**config.mk**
```make
export PLATFORM = sky130hd
export DESIGN_NAME = fifo_wr_arbiter_flat
export DESIGN_NICKNAME = d
export VERILOG_FILES = /design/src/rtl/fifo_wr_arbiter_if.sv /design/src/rtl/fifo_wr_arbiter.sv /design/src/flat_wrapper.sv
export SDC_FILE = /design/constraint.sdc
export NUM_CORES = 1
export LEC_CHECK = 0
export CAP_MARGIN = 20
export CORE_MARGIN = 2
export CORE_UTILIZATION = 25
export CTS_CLUSTER_SIZE = 24
export DETAILED_ROUTE_END_ITERATION = 10
export PLACE_DENSITY = 0.63
export SLEW_MARGIN = 20
export SYNTH_ARGS = -nofsm -noshare
export SYNTH_HDL_FRONTEND = slang
export SYNTH_SLANG_ARGS = --single-unit
```
**constraint.sdc**
```tcl
create_clock -name clk -period 1.8 [get_ports clk]
set_input_delay 0.27 -clock clk [delete_from_list [all_inputs] [get_ports clk]]
set_output_delay 0.27 -clock clk [all_outputs]
set_load 0.05 [all_outputs]
```
**src/rtl/fifo_wr_arbiter_if.sv**
```systemverilog
// fifo_wr_arbiter_if: bundle of the producer handshake and FIFO write-port signals
// seen by fifo_wr_arbiter.
//
// Parameters
//   NUM_REQ     number of producers (2..16)
//   FIFO_WIDTH  data width of each producer and of the FIFO write port
//
// Signals
//   req_valid     producer -> arbiter  per-producer data valid
//   req_data      producer -> arbiter  packed data, producer i at [i*FIFO_WIDTH +: FIFO_WIDTH]
//   req_ready     arbiter -> producer  per-producer accept (at most one bit high)
//   fifoFull      FIFO -> arbiter      FIFO full flag
//   fifoWrEn      arbiter -> FIFO      write enable
//   fifoWrData    arbiter -> FIFO      write data
//   grant_id      arbiter -> observer  current eligible/owning producer
//   burst_active  arbiter -> observer  high while a burst grant is held
//
// Modports
//   master  arbiter side
//   slave   environment side (producers, FIFO, observers)

interface fifo_wr_arbiter_if #(
  parameter int unsigned NUM_REQ    = 4,
  parameter int unsigned FIFO_WIDTH = 8
);
  localparam int unsigned IdW = $clog2(NUM_REQ);

  logic [NUM_REQ-1:0]            req_valid;
  logic [NUM_REQ*FIFO_WIDTH-1:0] req_data;
  logic [NUM_REQ-1:0]            req_ready;
  logic                          fifoFull;
  logic                          fifoWrEn;
  logic [FIFO_WIDTH-1:0]         fifoWrData;
  logic [IdW-1:0]                grant_id;
  logic                          burst_active;

  modport master (
    input  req_valid,
    input  req_data,
    input  fifoFull,
    output req_ready,
    output fifoWrEn,
    output fifoWrData,
    output grant_id,
    output burst_active
  );

  modport slave (
    output req_valid,
    output req_data,
    output fifoFull,
    input  req_ready,
    input  fifoWrEn,
    input  fifoWrData,
    input  grant_id,
    input  burst_active
  );
endinterface

```
**src/rtl/fifo_wr_arbiter.sv**
```systemverilog
// fifo_wr_arbiter: round-robin arbiter sharing one FIFO write port among NUM_REQ
// valid/ready producers. A grant may be held for up to MAX_BURST consecutive beats so
// that a producer's back-to-back words land contiguously in the FIFO. No write is
// issued while fifoFull is high. The accept decision and the FIFO write are purely
// combinational (zero-cycle latency).
//
// Parameters
//   NUM_REQ     number of producers (2..16)
//   FIFO_WIDTH  data width per producer and of the FIFO write data
//   MAX_BURST   maximum consecutive beats per grant (1 disables bursting)
//
// Ports
//   clk        clock, all state updates on the rising edge
//   reset      synchronous active-high reset; also forces req_ready/fifoWrEn low
//   bus        fifo_wr_arbiter_if.master (handshake, FIFO write port, grant status)
//   cnt_clr    (FIFOARB_GRANT_CNT_EN only) synchronous clear of the beat counters
//   grant_cnt  (FIFOARB_GRANT_CNT_EN only) NUM_REQ x 16-bit saturating accepted-beat
//              counters, producer i at [i*16 +: 16]
//
// Build option
//   FIFOARB_GRANT_CNT_EN  when defined, adds the per-producer beat counters.

module fifo_wr_arbiter #(
  parameter int unsigned NUM_REQ    = 4,
  parameter int unsigned FIFO_WIDTH = 8,
  parameter int unsigned MAX_BURST  = 4
) (
  input  logic                  clk,
  input  logic                  reset,
`ifdef FIFOARB_GRANT_CNT_EN
  input  logic                  cnt_clr,
  output logic [NUM_REQ*16-1:0] grant_cnt,
`endif
  fifo_wr_arbiter_if.master     bus
);

  localparam int unsigned    IdW      = $clog2(NUM_REQ);
  localparam int unsigned    CntW     = $clog2(MAX_BURST + 1);
  localparam logic [IdW-1:0] LastId   = IdW'(NUM_REQ - 1);
  localparam logic [CntW-1:0] BurstLen = CntW'(MAX_BURST);

  typedef enum logic [0:0] {StIdle, StBurst} state_e;

  state_e          state_q, state_d;
  logic [IdW-1:0]  rr_ptr_q, rr_ptr_d;
  logic [IdW-1:0]  cur_q, cur_d;
  logic [CntW-1:0] beat_cnt_q, beat_cnt_d;

  logic [NUM_REQ-1:0] ready;
  logic [NUM_REQ-1:0] accept;
  logic [IdW-1:0]     gid;
  logic               burst;

  function automatic logic [IdW-1:0] wrap_inc(input logic [IdW-1:0] x);
    return (x == LastId) ? '0 : x + 1'b1;
  endfunction

  // Round-robin search: first valid producer at or after rr_ptr, wrapping.
  logic [IdW-1:0] winner;
  logic [IdW-1:0] idx;
  logic           found;

  always_comb begin
    winner = rr_ptr_q;
    idx    = rr_ptr_q;
    found  = 1'b0;
    for (int unsigned k = 0; k < NUM_REQ; k++) begin
      idx = IdW'((32'(rr_ptr_q) + k) % NUM_REQ);
      if (!found && bus.req_valid[idx]) begin
        found  = 1'b1;
        winner = idx;
      end
    end
  end

  // Next-state and handshake outputs.
  always_comb begin
    state_d    = state_q;
    rr_ptr_d   = rr_ptr_q;
    cur_d      = cur_q;
    beat_cnt_d = beat_cnt_q;
    ready      = '0;
    gid        = rr_ptr_q;
    burst      = 1'b0;

    case (state_q)
      StIdle: begin
        if (found) begin
          gid = winner;
        end
        if (found && !bus.fifoFull) begin
          ready[winner] = 1'b1;
          if (MAX_BURST == 1) begin
            rr_ptr_d = wrap_inc(winner);
          end else begin
            state_d    = StBurst;
            cur_d      = winner;
            beat_cnt_d = CntW'(1);
          end
        end
      end

      StBurst: begin
        gid   = cur_q;
        burst = 1'b1;
        if (!bus.req_valid[cur_q]) begin
          // Owner ran dry: release the grant, costing this cycle as a bubble.
          state_d  = StIdle;
          rr_ptr_d = wrap_inc(cur_q);
        end else if (!bus.fifoFull) begin
          ready[cur_q] = 1'b1;
          beat_cnt_d   = beat_cnt_q + 1'b1;
          if (beat_cnt_d == BurstLen) begin
            state_d  = StIdle;
            rr_ptr_d = wrap_inc(cur_q);
          end
        end
        // fifoFull with owner valid: hold everything.
      end

      default: begin
        state_d = StIdle;
      end
    endcase

    // Nothing is accepted while reset is asserted.
    if (reset) begin
      ready = '0;
      gid   = '0;
      burst = 1'b0;
    end
  end

  always_ff @(posedge clk) begin
    if (reset) begin
      state_q    <= StIdle;
      rr_ptr_q   <= '0;
      cur_q      <= '0;
      beat_cnt_q <= '0;
    end else begin
      state_q    <= state_d;
      rr_ptr_q   <= rr_ptr_d;
      cur_q      <= cur_d;
      beat_cnt_q <= beat_cnt_d;
    end
  end

  assign accept           = bus.req_valid & ready;
  assign bus.req_ready    = ready;
  assign bus.fifoWrEn     = |accept;
  assign bus.fifoWrData   = bus.req_data[gid*FIFO_WIDTH +: FIFO_WIDTH];
  assign bus.grant_id     = gid;
  assign bus.burst_active = burst;

`ifdef FIFOARB_GRANT_CNT_EN
  logic [15:0] cnt_q [NUM_REQ];

  // Clear has priority over a same-cycle accept.
  always_ff @(posedge clk) begin
    for (int unsigned i = 0; i < NUM_REQ; i++) begin
      if (reset || cnt_clr) begin
        cnt_q[i] <= '0;
      end else if (accept[i] && (cnt_q[i] != 16'hFFFF)) begin
        cnt_q[i] <= cnt_q[i] + 16'd1;
      end
    end
  end

  always_comb begin
    grant_cnt = '0;
    for (int unsigned i = 0; i < NUM_REQ; i++) begin
      grant_cnt[i*16 +: 16] = cnt_q[i];
    end
  end
`endif

endmodule

```
**src/flat_wrapper.sv**
```systemverilog
// flat-port wrapper written by rule: the top's interface ports become plain ports
module fifo_wr_arbiter_flat 
#(
  parameter int unsigned NUM_REQ    = 4,
  parameter int unsigned FIFO_WIDTH = 8,
  parameter int unsigned MAX_BURST  = 4
)
  (clk, reset, bus_req_valid, bus_req_data, bus_fifoFull, bus_req_ready, bus_fifoWrEn, bus_fifoWrData, bus_grant_id, bus_burst_active);
  fifo_wr_arbiter_if #(.NUM_REQ(NUM_REQ), .FIFO_WIDTH(FIFO_WIDTH)) bus_i ();
  input  logic clk;
  input  logic reset;
  input wire logic [$bits(bus_i.req_valid)-1:0] bus_req_valid;
  input wire logic [$bits(bus_i.req_data)-1:0] bus_req_data;
  input wire logic [$bits(bus_i.fifoFull)-1:0] bus_fifoFull;
  output wire logic [$bits(bus_i.req_ready)-1:0] bus_req_ready;
  output wire logic [$bits(bus_i.fifoWrEn)-1:0] bus_fifoWrEn;
  output wire logic [$bits(bus_i.fifoWrData)-1:0] bus_fifoWrData;
  output wire logic [$bits(bus_i.grant_id)-1:0] bus_grant_id;
  output wire logic [$bits(bus_i.burst_active)-1:0] bus_burst_active;
  assign bus_i.req_valid = bus_req_valid;
  assign bus_i.req_data = bus_req_data;
  assign bus_i.fifoFull = bus_fifoFull;
  assign bus_req_ready = bus_i.req_ready;
  assign bus_fifoWrEn = bus_i.fifoWrEn;
  assign bus_fifoWrData = bus_i.fifoWrData;
  assign bus_grant_id = bus_i.grant_id;
  assign bus_burst_active = bus_i.burst_active;
  fifo_wr_arbiter #(.NUM_REQ(NUM_REQ), .FIFO_WIDTH(FIFO_WIDTH), .MAX_BURST(MAX_BURST)) u_core (.clk(clk), .reset(reset), .bus(bus_i));
endmodule
```
* Word level (Yosys, flattened, before mapping) *
Cells that the tools add are included.

word-level totals
  flip-flop bits (word level) = 8
  input port bits = 39
  output and inout port bits = 16
  logic and storage cells = 85

cells by class
  $add $sub $neg = 5
  order comparisons = 8
  equality and inequality tests = 7
  shift operators = 1
  mux-type cells = 44
  bitwise gates (word level) = 2
  reductions and logical operators = 14

operators by type and width
  cell                                                                      count
  32-bit by 6-bit indexed part select with 8-bit output                     1
  2-bit by 3-bit < comparator with 1-bit output (second input constant)     6
  2-bit two-way mux                                                         9
  1-bit two-way mux                                                         17
  4-bit two-way mux                                                         4
  1-bit binary-select mux with 2-bit select                                 5
  3-bit two-way mux                                                         3
  2-bit inequality test (second input constant)                             4
  4-bit one-hot mux with 2 select lines                                     1
  1-bit logical AND                                                         6
  3-bit one-hot mux with 2 select lines                                     1
  3-bit AND reduction                                                       2
  2-bit by 1-bit adder with 2-bit output (second input constant)            2
  2-bit adder (second input constant)                                       2
  4-bit AND                                                                 1
  1-bit demux with 2-bit select                                             2
  2-bit by 1-bit >= comparator with 1-bit output (second input constant)    2
  1-bit logical NOT                                                         4
  2-bit one-hot mux with 2 select lines                                     1
  4-bit OR reduction                                                        1
  3-bit by 1-bit adder with 3-bit output (second input constant)            1
  3-bit == test (second input constant)                                     1
  2-bit == test (second input constant)                                     1
  2-bit by 1-bit inequality test with 1-bit output (second input constant)  1
  other kinds (3)                                                           3

* Depth between registers and ports, before layout *
  depth in word-level cells = 21
  depth in mapped cells = 8
  gate-level depth less buffers = 6

* Worst setup path before layout *
Ideal clock, no wire load.

  path type = register -> output
  start = register u_core.rr_ptr_q[1]
  end = output port bus_fifoWrData[5]
  data arrival time = 2.205 ns
  required time = 1.530 ns
  setup slack = -0.675 ns
  stages on the path, launching flop included = 9
  path buffers = 2
  cells stage by stage = dfxtp_1 -> a21o_1 -> a21boi_1 -> o21ai_1 -> a221o_1 -> buf_6 -> buf_12 -> mux2i_1 -> mux2i_1

on the way
  longest elaborated chain between the ends = 16
  elaborated cells between the ends (all ways) = 28
  classes of those cells = add/sub: 3; shift: 1; mux: 18; reduce/logical: 6

RTL lines
  element                                                                                          RTL line                text
  start, declared                                                                                  fifo_wr_arbiter.sv:45   logic [IdW-1:0] rr_ptr_q, rr_ptr_d;
  start signal, assigned                                                                           fifo_wr_arbiter.sv:142  rr_ptr_q <= rr_ptr_d;
  parallel branches: the longest is 12 deep, another holds 2-bit by 1-bit adder with 2-bit output  -
  2-bit two-way mux *                                                                              fifo_wr_arbiter.sv:88   if (found) begin
  2-bit one-hot mux with 2 select lines *                                                          fifo_wr_arbiter.sv:86   case (state_q)
  2-bit two-way mux *                                                                              fifo_wr_arbiter.sv:127  if (reset) begin
  32-bit by 6-bit indexed part select with 8-bit output *                                          fifo_wr_arbiter.sv:151  assign bus.fifoWrData = bus.req_data[gid*FIFO_WIDTH +: FIFO_WIDTH];
  end, declared                                                                                    flat_wrapper.sv:17      output wire logic [$bits(bus_i.fifoWrData)-1:0] bus_fifoWrData;

Mark *: on every way between the ends. The select of a mux whose other input is x is not followed.

* Worst setup path in the final report *
  start = register u_core.rr_ptr_q[1]
  end = output port bus_fifoWrData[4]

Same word-level chain as after synthesis.

==> implementation parameters <==
Parameter                              Value

STA
  Slew at the pin closest to its max-slew limit    233 ps
  Final period demand of the worst path    around 2300 ps
  Period utilization    1.26
  Post-route worst setup slack    -476 ps
  Slew headroom    0.840
  RSZ-0062 raised after global routing    true
  FMAX    439 MHz
  Hold violation count in the final report    0
  Worst clock skew    4.82 ps
  Final setup viols    15
  Number of pins exceeding their max-slew limit in the final report    0

Synthesis
  Mean instance size in the synthesized netlist    about 8.2 um^2
  Multiplexer fraction of the synthesized cell area    0.295
  Top FF cell, synth    sky130_fd_sc_hd__dfxtp_1
  Synth cell count leaders    sky130_fd_sc_hd__mux2i_1 (26), sky130_fd_sc_hd__a21oi_1 (11), sky130_fd_sc_hd__nand2_1 (10)
  Sequential-to-total area share from yosys stat    0.165
  Main combinational cell family by area after synthesis    multiplexers
  Synth area leader    sky130_fd_sc_hd__mux2i_1
  Most numerous cell in the Yosys netlist    sky130_fd_sc_hd__mux2i_1
  Total of warnings raised by yosys    0
  EDFF count, synth    0
  Xor/xnor cell area share of the yosys netlist    0.00901
  Adder and majority gate portion of the synthesized area    0.0772
  Share of synthesized cell area in and, or, nand and nor gates    0.185
  Main area contributors after synthesis    sky130_fd_sc_hd__mux2i_1 (27%), sky130_fd_sc_hd__dfxtp_1 (16%), sky130_fd_sc_hd__ha_1 (7.7%)
  Share of synthesized flip-flops with an asynchronous set or reset    0
  Count of cell types in the netlist    35
  Synthesized instance count    118
  Post-synthesis compound-gate area fraction    0.197
  Syn_nets    between 150 and 200
  Post-synthesis cell area    972 um^2
  Area share of the largest cell type after synthesis    0.268
  Seq cells post-synth    8

Place
  Setup Slack @ Placement    -854 ps
  Port-buffer cells    54
  Half-perimeter wire length after detailed placement    around 2.6 mm
  Final weighted congestion of routability-driven global placement    0.823
  Post-Place Cell Area    1960 um^2

Drt
  TritonRoute pass-1 iters    4
  Post-DR vias/cell    about 4.9
  Vias    between 1000 and 1500
  Average detailed-routed wire length per instance    14.4 um
  Total wire length    3.44 mm
  Post-detailed-route count of antenna-violating nets    0
  Residual DRC    0
  1st-iter DRT viols    34

Worst setup path
  Startpoint kind of the worst setup timing path    register
  Worst setup EP type    output port
  Critical path origin    u_core.rr_ptr_q[1]
  Data required time of the worst path    around 1500 ps
  Startpoint-to-endpoint class of the critical path    reg -> out
  Critical path fanouts, max    17
  FF-to-FF Start    u_core.cur_q[0]
  Worst Path Arrival    approximately 2000 ps

Floorplanning
  Horizontal die dimension    between 60 and 70 um
  Initial Util    0.264
  Number of top-level pins    between 50 and 60
  Core area    between 3000 and 4000 um^2
  Std cell rows    22
  Die Span Y    66.4 um
  Area of the die    4400 um^2

Pwr
  Internal power consumption    0.000745 W
  Switching power    0.000446 W
  Seq pwr share    0.169
  Power share of the clock group    0.187
  Overall Power    0.00119 W
  Worst vdd ir    around 0.3 mV
  Power density relative to cell area    between 500 and 600 nW/um^2
  Leakage dissipation    0.898 nW
  Part of the total power dissipated in combinational logic    0.644
  Fraction of power spent switching nets    0.374

Global route
  Total global routing overflow    0
  Largest net degree at the start of global routing    18
  Number of global-route vias before repair    1132
  Wire length of the first global-routing pass    approximately 5.3 mm
  Overall global routing resource usage    0.156
  Number of antenna violations at the first check in global routing    0

Run
  # Max-Cap Violations    0

Clock tree
  Worst-case clock buffer depth    2
  Buffer cell driving the clock tree root    sky130_fd_sc_hd__clkbuf_8
  Total CTS buffers    3
  Clock slew at the register clock pins of the worst setup and hold paths    40 ps
  Clock H-tree levels    1
  Clk_lat worst skew    230 ps
  TritonCTS clock tree    done
  Number of hold buffers added after CTS    0
  Sinks on the clock net    8

Finish
  Layout filler cell count    318
  Signed area change from the synthesized netlist to the final layout    131%
  Core occupancy in the finished layout    0.609
  Final standard cell area without fillers    2250 um^2
  Fraction of final layout cells sized beyond drive strength 1    0.529
  Sequential cell area in the final layout    164 um^2
  Area taken by multi-input logic gates    1080 um^2
  Final #Nets    about 240
  Count of antenna diodes in the layout    0

Outcome
  Violations in the final reports    setup timing
  Result of the run    complete, but fails checks

Worst hold path
  Startpoint of the tightest hold check path    u_core.beat_cnt_q[1]
  Class of the tightest hold or removal check    reg -> reg
## critical path, cell delays in order (launching register included)
cell and delay [ps]:
sky130_fd_sc_hd__dfxtp_2 330, sky130_fd_sc_hd__a21o_1 160, sky130_fd_sc_hd__a21boi_1 140, sky130_fd_sc_hd__o21ai_1 80
sky130_fd_sc_hd__a221o_1 340, sky130_fd_sc_hd__buf_12 190, sky130_fd_sc_hd__mux2i_4 200, sky130_fd_sc_hd__mux2i_4 170
sky130_fd_sc_hd__buf_12 160
## final timing paths
path,end,depth (start not counted),slack (ps)
setup / recovery,bus_fifoWrData[4],8,-480
hold reg to reg,u_core.beat_cnt_q[1],2,510
setup reg to reg,u_core.rr_ptr_q[0],8,-100
hold / removal,u_core.beat_cnt_q[1],2,510
## routing by layer
metal | GRT usage | part of all wire | routed length [um]
met4 | 0.0306 | 0.0076 | 26
met3 | 0.0324 | 0.023 | 80
met2 | 0.266 | 0.56 | 1910
met5 | 0 | 0 | 0
met1 | 0.204 | 0.41 | 1420
## registers in the layout, summed over array words and instances (netlist names)
register and count:
u_core.beat_cnt_q 3, u_core.cur_q 2, u_core.rr_ptr_q 2, u_core.state_q 1
## cell families after synthesis
kind of cell | Yosys count
AND/OR/NAND/NOR | 35
AO/OA/AOI/OAI | 29
multiplexers | 27
buffers and inverters | 12
flip-flops | 8
adder cells (fa/ha/maj) | 6
XOR/XNOR | 1
## cell type report
class | instances | share of cell area
repair buffers | 76 | 0.383
clock buffers | 3 | 0.0184
inverters | 5 | 0.0145
repair inverters | 1 | 0.00390
multi-input cells | 98 | 0.481
well taps | 48 | 0.0267
flip-flops and latches | 8 | 0.0730
## placed cells by master (no fill, tap or decap), types with 5 or more instances in the layout
cell type / n
sky130_fd_sc_hd__buf_12: 15
sky130_fd_sc_hd__clkdlybuf4s50_1: 34
sky130_fd_sc_hd__buf_6: 7
sky130_fd_sc_hd__dfxtp_1: 5
sky130_fd_sc_hd__nor2_1: 6
sky130_fd_sc_hd__mux2i_2: 11
sky130_fd_sc_hd__mux2i_4: 11
sky130_fd_sc_hd__ha_1: 6
sky130_fd_sc_hd__nand2_1: 7
sky130_fd_sc_hd__buf_4: 16
## what timing repair did
item	in CTS	in global routing
gates cloned	1	0
endpoints found under the setup margin	21	18
buffers inserted	5	3
gates resized for setup	49	16
pin swaps	9	10
## power by group through the flow
stage,clock network (W),registers (W),logic [W]
2_1_floorplan,0,0.000201,0.000378
3_3_place_gp,0,0.000203,0.000665
3_5_place_dp,0,0.000203,0.000671
4_1_cts,0.000226,0.000201,0.000742
5_1_grt,0.000238,0.000203,0.000800
6_report,0.000222,0.000202,0.000767
## stage by stage
stage | setup TNS (ps) | hold slack (ps) | instances
floorplan | -2300 | 468 | 118
global placement | -12400 | 479 | 229
detailed placement | -12960 | 500 | 229
CTS | -4990 | 506 | 238
global route | -6360 | 530 | 239
finish | -4970 | 506 | 239
No activity file was read; power rests on OpenSTA's default activity.
